<file path="config.mk">
export PLATFORM = sky130hd
export DESIGN_NAME = wallace_final_adder
export DESIGN_NICKNAME = d
export VERILOG_FILES = /design/src/rtl/wallace_final_adder_pkg.sv /design/src/rtl/wallace_final_adder_cpa_seg.sv /design/src/rtl/wallace_final_adder.sv
export SDC_FILE = /design/constraint.sdc
export NUM_CORES = 1
export LEC_CHECK = 0
export CAP_MARGIN = 10
export CORE_ASPECT_RATIO = 0.5
export CORE_MARGIN = 2
export CORE_UTILIZATION = 50
export DETAILED_ROUTE_END_ITERATION = 16
export PLACE_DENSITY_LB_ADDON = 0.1
export SLEW_MARGIN = 20
export SYNTH_ARGS = -nofsm -noshare
export SYNTH_HDL_FRONTEND = slang
export SYNTH_SLANG_ARGS = --single-unit
</file>
<file path="constraint.sdc">
create_clock -name clk -period 6.2 [get_ports clk]
set_input_delay 0.62 -clock clk [delete_from_list [all_inputs] [get_ports clk]]
set_output_delay 0.62 -clock clk [all_outputs]
set_load 0.02 [all_outputs]
</file>
<file path="src/rtl/wallace_final_adder_pkg.sv">
// Shared defaults and types for the Wallace-tree final carry-propagate adder.
// The stage struct is sized by the package defaults.
package wallace_pkg;

  localparam int WIDTH_DEF = 64;
  localparam int SEG_W_DEF = 16;
  localparam int NSEG_DEF  = WIDTH_DEF / SEG_W_DEF;
  localparam int TAG_W_DEF = 4;

  typedef logic [TAG_W_DEF-1:0] tag_t;
  typedef logic [NSEG_DEF-1:0]  seg_mask_t;

  // One pipeline stage: the valid flag, the carry out of the segment this
  // stage finished, the partially resolved sum, and the sideband tag.
  typedef struct packed {
    logic                 valid;
    logic                 carry;
    logic [WIDTH_DEF-1:0] data;
    tag_t                 tag;
  } stage_t;

endpackage : wallace_pkg

</file>
<file path="src/rtl/wallace_final_adder_cpa_seg.sv">
// Combinational SEG_W-bit adder slice used once per pipeline stage.
module wallace_cpa_seg
  import wallace_pkg::*;
#(
  parameter int SEG_W = SEG_W_DEF
) (
  input  logic [SEG_W-1:0] a,
  input  logic [SEG_W-1:0] b,
  input  logic             cin,
  output logic [SEG_W-1:0] sum,
  output logic             cout
);

  // Plain ripple of one segment; the carry-out feeds the next stage's register.
  always_comb begin
    {cout, sum} = {1'b0, a} + {1'b0, b} + {{SEG_W{1'b0}}, cin};
  end

endmodule : wallace_cpa_seg

</file>
<file path="src/rtl/wallace_final_adder.sv">
// Pipelined final adder for a Wallace multiplier: resolves the carry-save
// pair (s_sum, s_carry) one SEG_W segment per stage, NSEG stages deep, with a
// valid/ready handshake on both sides and collapsing bubbles.
// Optional feature: define WALLACE_FINAL_ADDER_ZERO_FLAG_EN to add m_zero,
// a registered flag that is 1 when m_prod is zero.
module wallace_final_adder
  import wallace_pkg::*;
#(
  parameter int WIDTH = WIDTH_DEF,
  parameter int SEG_W = SEG_W_DEF,
  parameter int TAG_W = TAG_W_DEF
) (
  input  logic             clk,
  input  logic             rst_n,
  input  logic             s_valid,
  output logic             s_ready,
  input  logic [WIDTH-1:0] s_sum,
  input  logic [WIDTH-1:0] s_carry,
  input  logic [TAG_W-1:0] s_tag,
  output logic             m_valid,
  input  logic             m_ready,
  output logic [WIDTH-1:0] m_prod,
  output logic [TAG_W-1:0] m_tag
`ifdef WALLACE_FINAL_ADDER_ZERO_FLAG_EN
  ,
  output logic             m_zero
`endif
);

  localparam int NSEG = WIDTH / SEG_W;

  // Stage registers; the raw carry vector travels alongside so that the
  // still-unresolved upper segments have both addends available later.
  stage_t           r_stage [NSEG];
  logic [WIDTH-1:0] r_car   [NSEG];

  logic [NSEG-1:0]             w_load;
  logic                        w_gap;
  logic [NSEG-1:0]             w_in_valid;
  logic [NSEG-1:0]             w_in_cin;
  logic [NSEG-1:0]             w_seg_cout;
  logic [NSEG-1:0][WIDTH-1:0]  w_in_sum;
  logic [NSEG-1:0][WIDTH-1:0]  w_in_car;
  logic [NSEG-1:0][WIDTH-1:0]  w_next_sum;
  logic [NSEG-1:0][TAG_W-1:0]  w_in_tag;
  logic [NSEG-1:0][SEG_W-1:0]  w_seg_a;
  logic [NSEG-1:0][SEG_W-1:0]  w_seg_b;
  logic [NSEG-1:0][SEG_W-1:0]  w_seg_sum;
  logic                        w_unused_cout;

  // Select each stage's input: upstream port for stage 0, previous stage otherwise.
  always_comb begin
    w_in_valid = '0;
    w_in_cin   = '0;
    w_in_sum   = '0;
    w_in_car   = '0;
    w_in_tag   = '0;
    w_seg_a    = '0;
    w_seg_b    = '0;
    w_in_valid[0] = s_valid;
    w_in_sum[0]   = s_sum;
    w_in_car[0]   = s_carry;
    w_in_tag[0]   = s_tag;
    w_in_cin[0]   = 1'b0;
    for (int k = 1; k < NSEG; k++) begin
      w_in_valid[k] = r_stage[k-1].valid;
      w_in_sum[k]   = r_stage[k-1].data;
      w_in_car[k]   = r_car[k-1];
      w_in_tag[k]   = r_stage[k-1].tag;
      w_in_cin[k]   = r_stage[k-1].carry;
    end
    for (int k = 0; k < NSEG; k++) begin
      w_seg_a[k] = w_in_sum[k][k*SEG_W +: SEG_W];
      w_seg_b[k] = w_in_car[k][k*SEG_W +: SEG_W];
    end
  end

  // Load enables: a stage loads if it, or any stage after it, is empty, or the sink takes data.
  always_comb begin
    w_gap  = 1'b0;
    w_load = '0;
    for (int k = NSEG - 1; k >= 0; k--) begin
      w_gap     = w_gap | ~r_stage[k].valid;
      w_load[k] = m_ready | w_gap;
    end
  end

  for (genvar g = 0; g < NSEG; g++) begin : g_seg
    wallace_cpa_seg #(
      .SEG_W (SEG_W)
    ) u_cpa (
      .a    (w_seg_a[g]),
      .b    (w_seg_b[g]),
      .cin  (w_in_cin[g]),
      .sum  (w_seg_sum[g]),
      .cout (w_seg_cout[g])
    );
  end

  // Splice each stage's freshly added segment into the partial sum it forwards.
  always_comb begin
    w_next_sum = w_in_sum;
    for (int k = 0; k < NSEG; k++) begin
      w_next_sum[k][k*SEG_W +: SEG_W] = w_seg_sum[k];
    end
  end

  // The final carry-out is the discarded bit WIDTH of the sum.
  assign w_unused_cout = w_seg_cout[NSEG-1];

  // Stage pipeline; data only updates when a valid item moves in, so a stalled
  // or drained output keeps its last value.
  always_ff @(posedge clk or negedge rst_n) begin
    if (!rst_n) begin
      for (int k = 0; k < NSEG; k++) begin
        r_stage[k] <= '0;
        r_car[k]   <= '0;
      end
    end else begin
      for (int k = 0; k < NSEG; k++) begin
        if (w_load[k]) begin
          r_stage[k].valid <= w_in_valid[k];
          if (w_in_valid[k]) begin
            r_stage[k].data  <= w_next_sum[k];
            r_stage[k].carry <= w_seg_cout[k];
            r_stage[k].tag   <= w_in_tag[k];
            r_car[k]         <= w_in_car[k];
          end
        end
      end
    end
  end

  assign s_ready = rst_n & w_load[0];
  assign m_valid = r_stage[NSEG-1].valid;
  assign m_prod  = r_stage[NSEG-1].data;
  assign m_tag   = r_stage[NSEG-1].tag;

`ifdef WALLACE_FINAL_ADDER_ZERO_FLAG_EN
  logic r_zero;

  // Zero flag registered in step with the last stage's data.
  always_ff @(posedge clk or negedge rst_n) begin
    if (!rst_n) begin
      r_zero <= 1'b0;
    end else if (w_load[NSEG-1] && w_in_valid[NSEG-1]) begin
      r_zero <= (w_next_sum[NSEG-1] == {WIDTH{1'b0}});
    end
  end

  assign m_zero = r_zero;
`endif

endmodule : wallace_final_adder

</file>
==> flow_metrics.py, run 1 <==
metrics = {
    "timing": {
        "fin_setup_tns_ns": 0,
        "finClkSkew_ns": 0.00966,
        "max_freq_ghz": 0.329,
        "drv_slew": 0,
        "finalHoldViolCount": 0,
        "setup_slack_ns": 3.16,
        "rsz0062_at_grt": "false",
        "fin_crit_sh": 0.490,
        "worstMarginPinSlew_ns": 1.08,
        "finalCriticalPeriod_ns": 3.04,
        "setup_viol": 0,
        "timing.hold.ws_ns": 0.129,
        "slew_headroom": 0.282,
    },
    "power_and_ir_drop": {
        "leakage_nw": 9.53,
        "p_per_area_nw_per_um2": 435,
        "ir_drop_v": 0.000182,
        "p_total_mw": 8.94,
    },
    "global_route": {
        "antenna_found_initial": 0,
        "grt_pass1_wl_um": 59700,
        "grtUsageTotal": 0.202,
        "grt_pass1_vias": 12200,
        "grt-ovfl-total": 0,
        "grt_max_degree": 107,
    },
    "clocking": {
        "cts.htree.levels": 2,
        "clk_pin_slew_ns": 0.06,
        "cts_buffers": 36,
        "cts_hold_buf": 0,
        "cts_tree": "done",
        "clock_path_buffers": 3,
        "cts_sinks": 375,
        "cts-root-buf": "clkbuf_16",
        "ctsResizeCount": 0,
        "insertion_delay_ns": 0.52,
        "post_cts_buffers": 0,
    },
    "routing": {
        "drt_wl_total_um": 35600,
        "route.detailed.drc": 0,
        "num_vias": 11700,
        "viasPerCell": 5.19,
        "drt.antenna.violating_nets": 0,
        "wire_per_inst_um": 15.8,
        "drtIter0Drc": 583,
        "dr.pass1.iters": 5,
    },
    "run_status": {
        "outcome": "complete, no violations",
    },
    "job": {
        "drv_cap": 0,
    },
    "synthesis": {
        "synth_warnings": 0,
        "yosysTopAreaCell": "dfrtp_1",
        "yosysSeqAreaShare": 0.540,
        "synth.top_cell.area_share": 0.540,
        "netlist_top_cells_count": "nand2_1 (498), dfrtp_1 (375), mux2_2 (151)",
        "ys_top_cells_by_area": "dfrtp_1 (54%), nand2_1 (11%), mux2_2 (9.8%), ha_1 (4.3%), buf_4 (3.1%)",
        "postSynthCellCount": 1631,
        "ys_ff_latch": 375,
        "yosysMostFrequentCell": "nand2_1",
        "synthFlopType": "dfrtp_1",
        "synthArstFlopShare": 1.00,
        "syn_nets": 1834,
        "synth-edff-count": 0,
        "synth.distinct_cells": 70,
        "syn_area_um2": 17400,
        "syn_area_per_cell_um2": 10.7,
    },
    "placement": {
        "placed_cell_area_um2": 19300,
        "pre_cts_ws_ns": 2.79,
        "place_congestion": 0.859,
        "placed_cells": 2184,
        "port_buffers": 205,
        "dp_hpwl_um": 23800,
    },
    "finish": {
        "area_delta_synth_final_pct": 18.2,
        "n_antenna_cell": 0,
        "nets": 1950,
        "nFillCells": 2927,
        "stdcell_count": 2244,
        "utilization": 0.598,
        "drive_gt1_frac": 0.131,
        "final_cell_area_um2": 20600,
    },
    "floorplanning": {
        "design.core.area_um2": 34400,
        "num_rows": 48,
        "dieArea_um2": 36400,
        "die_width_um": 268,
        "die_h_um": 136,
        "io_pins": 206,
        "initial_core_util": 0.506,
    },
    "worst_setup_path": {
        "start_kind": "input pin",
        "r2r_end": "r_stage[116]",
        "reg2reg_from": "r_stage[208]",
        "crit_type": "input pin to output port",
        "critPathArrivalTime_ns": 2.42,
        "crit_fanout": 4,
        "timing.critical_path.from": "m_ready",
        "endpoint": "s_ready",
        "critical_path_required_ns": 5.58,
        "r2r_cells": 8,
        "reg2reg_slack_ns": 3.45,
        "endpoint_kind": "output port",
    },
    "min_path": {
        "worstHoldPathType": "input pin to async pin",
    },
}
-- sequential cells by signal, summed over array words and instances (netlist names) --
name,count
m_tag,4
m_valid,1
r_stage,210
m_prod,64
r_car,96
-- final cells by class --
type | count | area, µm² | share of cell area
Clock buffer | 43 | 958 | 0.0466
Clock inverter | 17 | 249 | 0.0121
Inverter | 19 | 71.3 | 0.00347
Multi-Input combinational cell | 1101 | 7170 | 0.349
Sequential cell | 375 | 9380 | 0.457
Tap cell | 475 | 594 | 0.0289
Timing Repair Buffer | 214 | 2130 | 0.104
-- layer usage --
metal	track usage	vias up	wire length, µm
li1	-	5679	-
met1	0.264	5723	15800
met2	0.352	199	17600
met4	0.0518	0	747
met5	0	-	0
met3	0.0346	54	1320
-- placed cells by master, fill, tap and decap left out, types with 14 or more instances in the layout --
| cell | Yosys | layout |
|---|---|---|
| o21ai_0 | 59 | 59 |
| xor2_1 | 17 | 17 |
| clkbuf_16 | 0 | 37 |
| xnor2_1 | 21 | 21 |
| nor2_1 | 21 | 21 |
| mux2_1 | 21 | 21 |
| o21ai_1 | 14 | 14 |
| a21o_1 | 21 | 21 |
| ha_1 | 60 | 60 |
| nand2_1 | 498 | 494 |
| a21oi_1 | 42 | 42 |
| clkdlybuf4s50_1 | 0 | 204 |
| mux2_2 | 151 | 151 |
| inv_1 | 19 | 19 |
| dfrtp_1 | 375 | 375 |
| nand3_1 | 18 | 18 |
-- worst max-delay path: stages --
cell and delay (ns):
clkdlybuf4s50_1 0.42, nand4b_1 0.30, or2_1 0.35, and2_1 0.18, clkdlybuf4s50_1 0.54
-- cells by family (layout without fill, tap and decap cells) --
family / count (synthesis) / count (layout) / synth area share
adders and majority gates: 67 / 67 / 0.0512
buffers and inverters: 155 / 293 / 0.0498
and+or+nand+nor: 601 / 601 / 0.141
DFF: 375 / 375 / 0.540
AOI/OAI and AO/OA: 222 / 222 / 0.0867
muxes: 173 / 173 / 0.112
xor gates and xnor gates: 38 / 38 / 0.0191
-- power by group --
| group | leakage [nW] | internal [mW] | switching, mW |
|---|---|---|---|
| combinational | 4.40 | 1.40 | 1.60 |
| sequential | 4.54 | 3.22 | 0.442 |
| clock | 0.594 | 1.36 | 0.924 |
-- worst min path at each step --
stage,startpoint,end,slack [ns],cells after the start
finish,rst_n,r_stage[215],0.13,1
global route,rst_n,r_stage[147],0.19,1
CTS,rst_n,r_stage[215],0.17,1
detailed placement,r_stage[247],r_stage[177],0.45,2
global placement,r_stage[261],r_stage[191],0.44,2
floorplan,rst_n,m_prod[0],0.32,0
No activity file was read; power rests on OpenSTA's default activity.
==> inputs of run 2 (changes only) <==
==> constraint.sdc (replaced) <==
create_clock -name clk -period 2.5 [get_ports clk]
set_input_delay 0.25 -clock clk [delete_from_list [all_inputs] [get_ports clk]]
set_output_delay 0.25 -clock clk [all_outputs]
set_load 0.02 [all_outputs]
==> flow_metrics.py, run 2 (synthesized netlist as in run 1, its figures left out) <==
metrics = {
    "run_status": {
        "outcome": "complete, no violations",
    },
    "routing": {
        "num_vias": 11700,
        "drt.antenna.violating_nets": 0,
        "dr.pass1.iters": 4,
        "drtIter0Drc": 562,
        "drt_wl_total_um": 36200,
        "wire_per_inst_um": 15.9,
        "route.detailed.drc": 0,
        "viasPerCell": 5.15,
    },
    "timing": {
        "finalCriticalPeriod_ns": 2.43,
        "finalHoldViolCount": 0,
        "worstMarginPinSlew_ns": 0.873,
        "setup_viol": 0,
        "drv_slew": 0,
        "max_freq_ghz": 0.412,
        "rsz0062_at_grt": "true",
        "finClkSkew_ns": 0.0115,
        "slew_headroom": 0.418,
        "fin_crit_sh": 0.970,
    },
    "floorplanning": {
        "design.core.area_um2": 34400,
        "initial_core_util": 0.506,
        "io_pins": 206,
        "die_h_um": 136,
        "die_width_um": 268,
        "dieArea_um2": 36400,
        "num_rows": 48,
    },
    "clocking": {
        "cts-root-buf": "clkbuf_16",
        "cts.htree.levels": 2,
        "clock_path_buffers": 3,
        "cts_tree": "done",
        "cts_sinks": 375,
        "cts_buffers": 36,
        "insertion_delay_ns": 0.52,
        "clk_pin_slew_ns": 0.06,
    },
    "worst_setup_path": {
        "crit_type": "flop to flop",
        "critPathArrivalTime_ns": 2.85,
        "start_kind": "flop",
        "cp_num_buf_inv": 1,
        "slowest_delay_ns": 0.40,
        "crit_fanout": 4,
        "endpoint_kind": "flop",
        "crit_slowest_cell": "dfrtp_1",
        "worstPathCellList": "fa_2 -> inv_2 -> fa_2 -> nor2b_2 -> o31a_1 -> o211ai_4 -> a21oi_1 -> o31a_1 -> o31ai_1",
        "critical_path_required_ns": 2.93,
        "crit_family": "compound AO/OA/AOI/OAI gates",
    },
    "global_route": {
        "globalRouteMet3Util": 0.0335,
        "use_met1": 0.270,
        "grt_max_degree": 130,
        "grt_pass1_vias": 12200,
        "grt-busiest-layer": "met2",
        "grt_use_met2": 0.359,
        "antenna_found_initial": 0,
        "grt-ovfl-total": 0,
        "grtUsageTotal": 0.204,
        "grt_pass1_wl_um": 60300,
    },
    "placement": {
        "port_buffers": 205,
        "place_congestion": 0.888,
        "dp_hpwl_um": 25400,
        "placed_cell_area_um2": 19700,
        "placed_cells": 2212,
    },
    "finish": {
        "area_delta_synth_final_pct": 21.2,
        "largest_reg_flops": 210,
        "layout_commonest_cell": "nand2_1",
        "utilization": 0.613,
        "top_register": "r_stage",
        "final_cell_area_um2": 21100,
        "nets": 1981,
        "stdcell_count": 2278,
        "n_antenna_cell": 0,
        "drive_gt1_frac": 0.157,
        "most-common-layout-cells": "nand2_1 (494), dfrtp_1 (375), clkdlybuf4s50_1 (204)",
    },
    "power_and_ir_drop": {
        "leakage_nw": 9.77,
        "pwr-share-clk": 0.257,
        "p_seq_frac": 0.400,
        "p_int_mw": 15.2,
        "switchingPower_mw": 7.49,
        "ir_drop_v": 0.000425,
        "p_comb_frac": 0.343,
        "p_total_mw": 22.7,
        "sw_frac_of_total": 0.330,
        "p_per_area_nw_per_um2": 1080,
    },
    "job": {
        "drv_cap": 0,
    },
    "min_path": {
        "worstHoldPathType": "input pin to async pin",
    },
}
run 2: path summary, 6_finish.rpt:
path / startpoint / endpoint / slack [ns] / cells after the start
setup / recovery: r_stage[122] / m_prod[60] / 0.07 / 9
hold / removal: rst_n / r_stage[147] / 0.16 / 2
setup reg to reg: r_stage[122] / m_prod[60] / 0.07 / 9
hold reg to reg: r_stage[219] / r_stage[149] / 0.46 / 2
max in group asynchronous: rst_n / r_car[238] / 1.18 / 3
min in group clk: s_carry[42] / r_car[234] / 0.31 / 2
run 2: stage by stage:
step           TNS [ns]  hold WS (ns)  setup WS (ns)
3_3_place_gp     -0.554         0.107         -0.267
3_5_place_dp     -0.812         0.113         -0.281
4_1_cts               0         0.144         0.0236
2_1_floorplan         0       -0.0456          0.176
5_1_grt         -0.0401         0.162        -0.0205
6_report              0         0.162         0.0739
run 2: cell type report:
type | count | area (µm²)
Sequential cell | 375 | 9380
Multi-Input combinational cell | 1101 | 7260
Timing Repair Buffer | 245 | 2480
Clock inverter | 15 | 235
Fill cell | 2866 | 13300
Clock buffer | 48 | 1040
Tap cell | 475 | 594
Inverter | 19 | 71.3
run 2: repair_timing:
item	4_1_cts	5_1_grt
resized for setup	9	13
hold buffers	1	0
setup buffers	0	2
endpoints found under the hold margin	110	0
setup endpoints to repair	8	17
pin swaps	1	13
run 2: per-layer routing:
layer | share of wire | up-vias
met5 | 0 | -
met4 | 0.014 | 0
met3 | 0.034 | 45
met2 | 0.50 | 177
met1 | 0.45 | 5772
li1 | - | 5745
run 2: power by group through the flow:
stage          sequential [mW]  clock, mW  combinational, mW
2_1_floorplan             8.80          0               5.84
3_3_place_gp              9.12          0               7.53
3_5_place_dp              9.21          0               7.69
4_1_cts                   9.12       6.01               7.78
5_1_grt                   9.34       6.27               8.66
6_report                  9.09       5.85               7.79
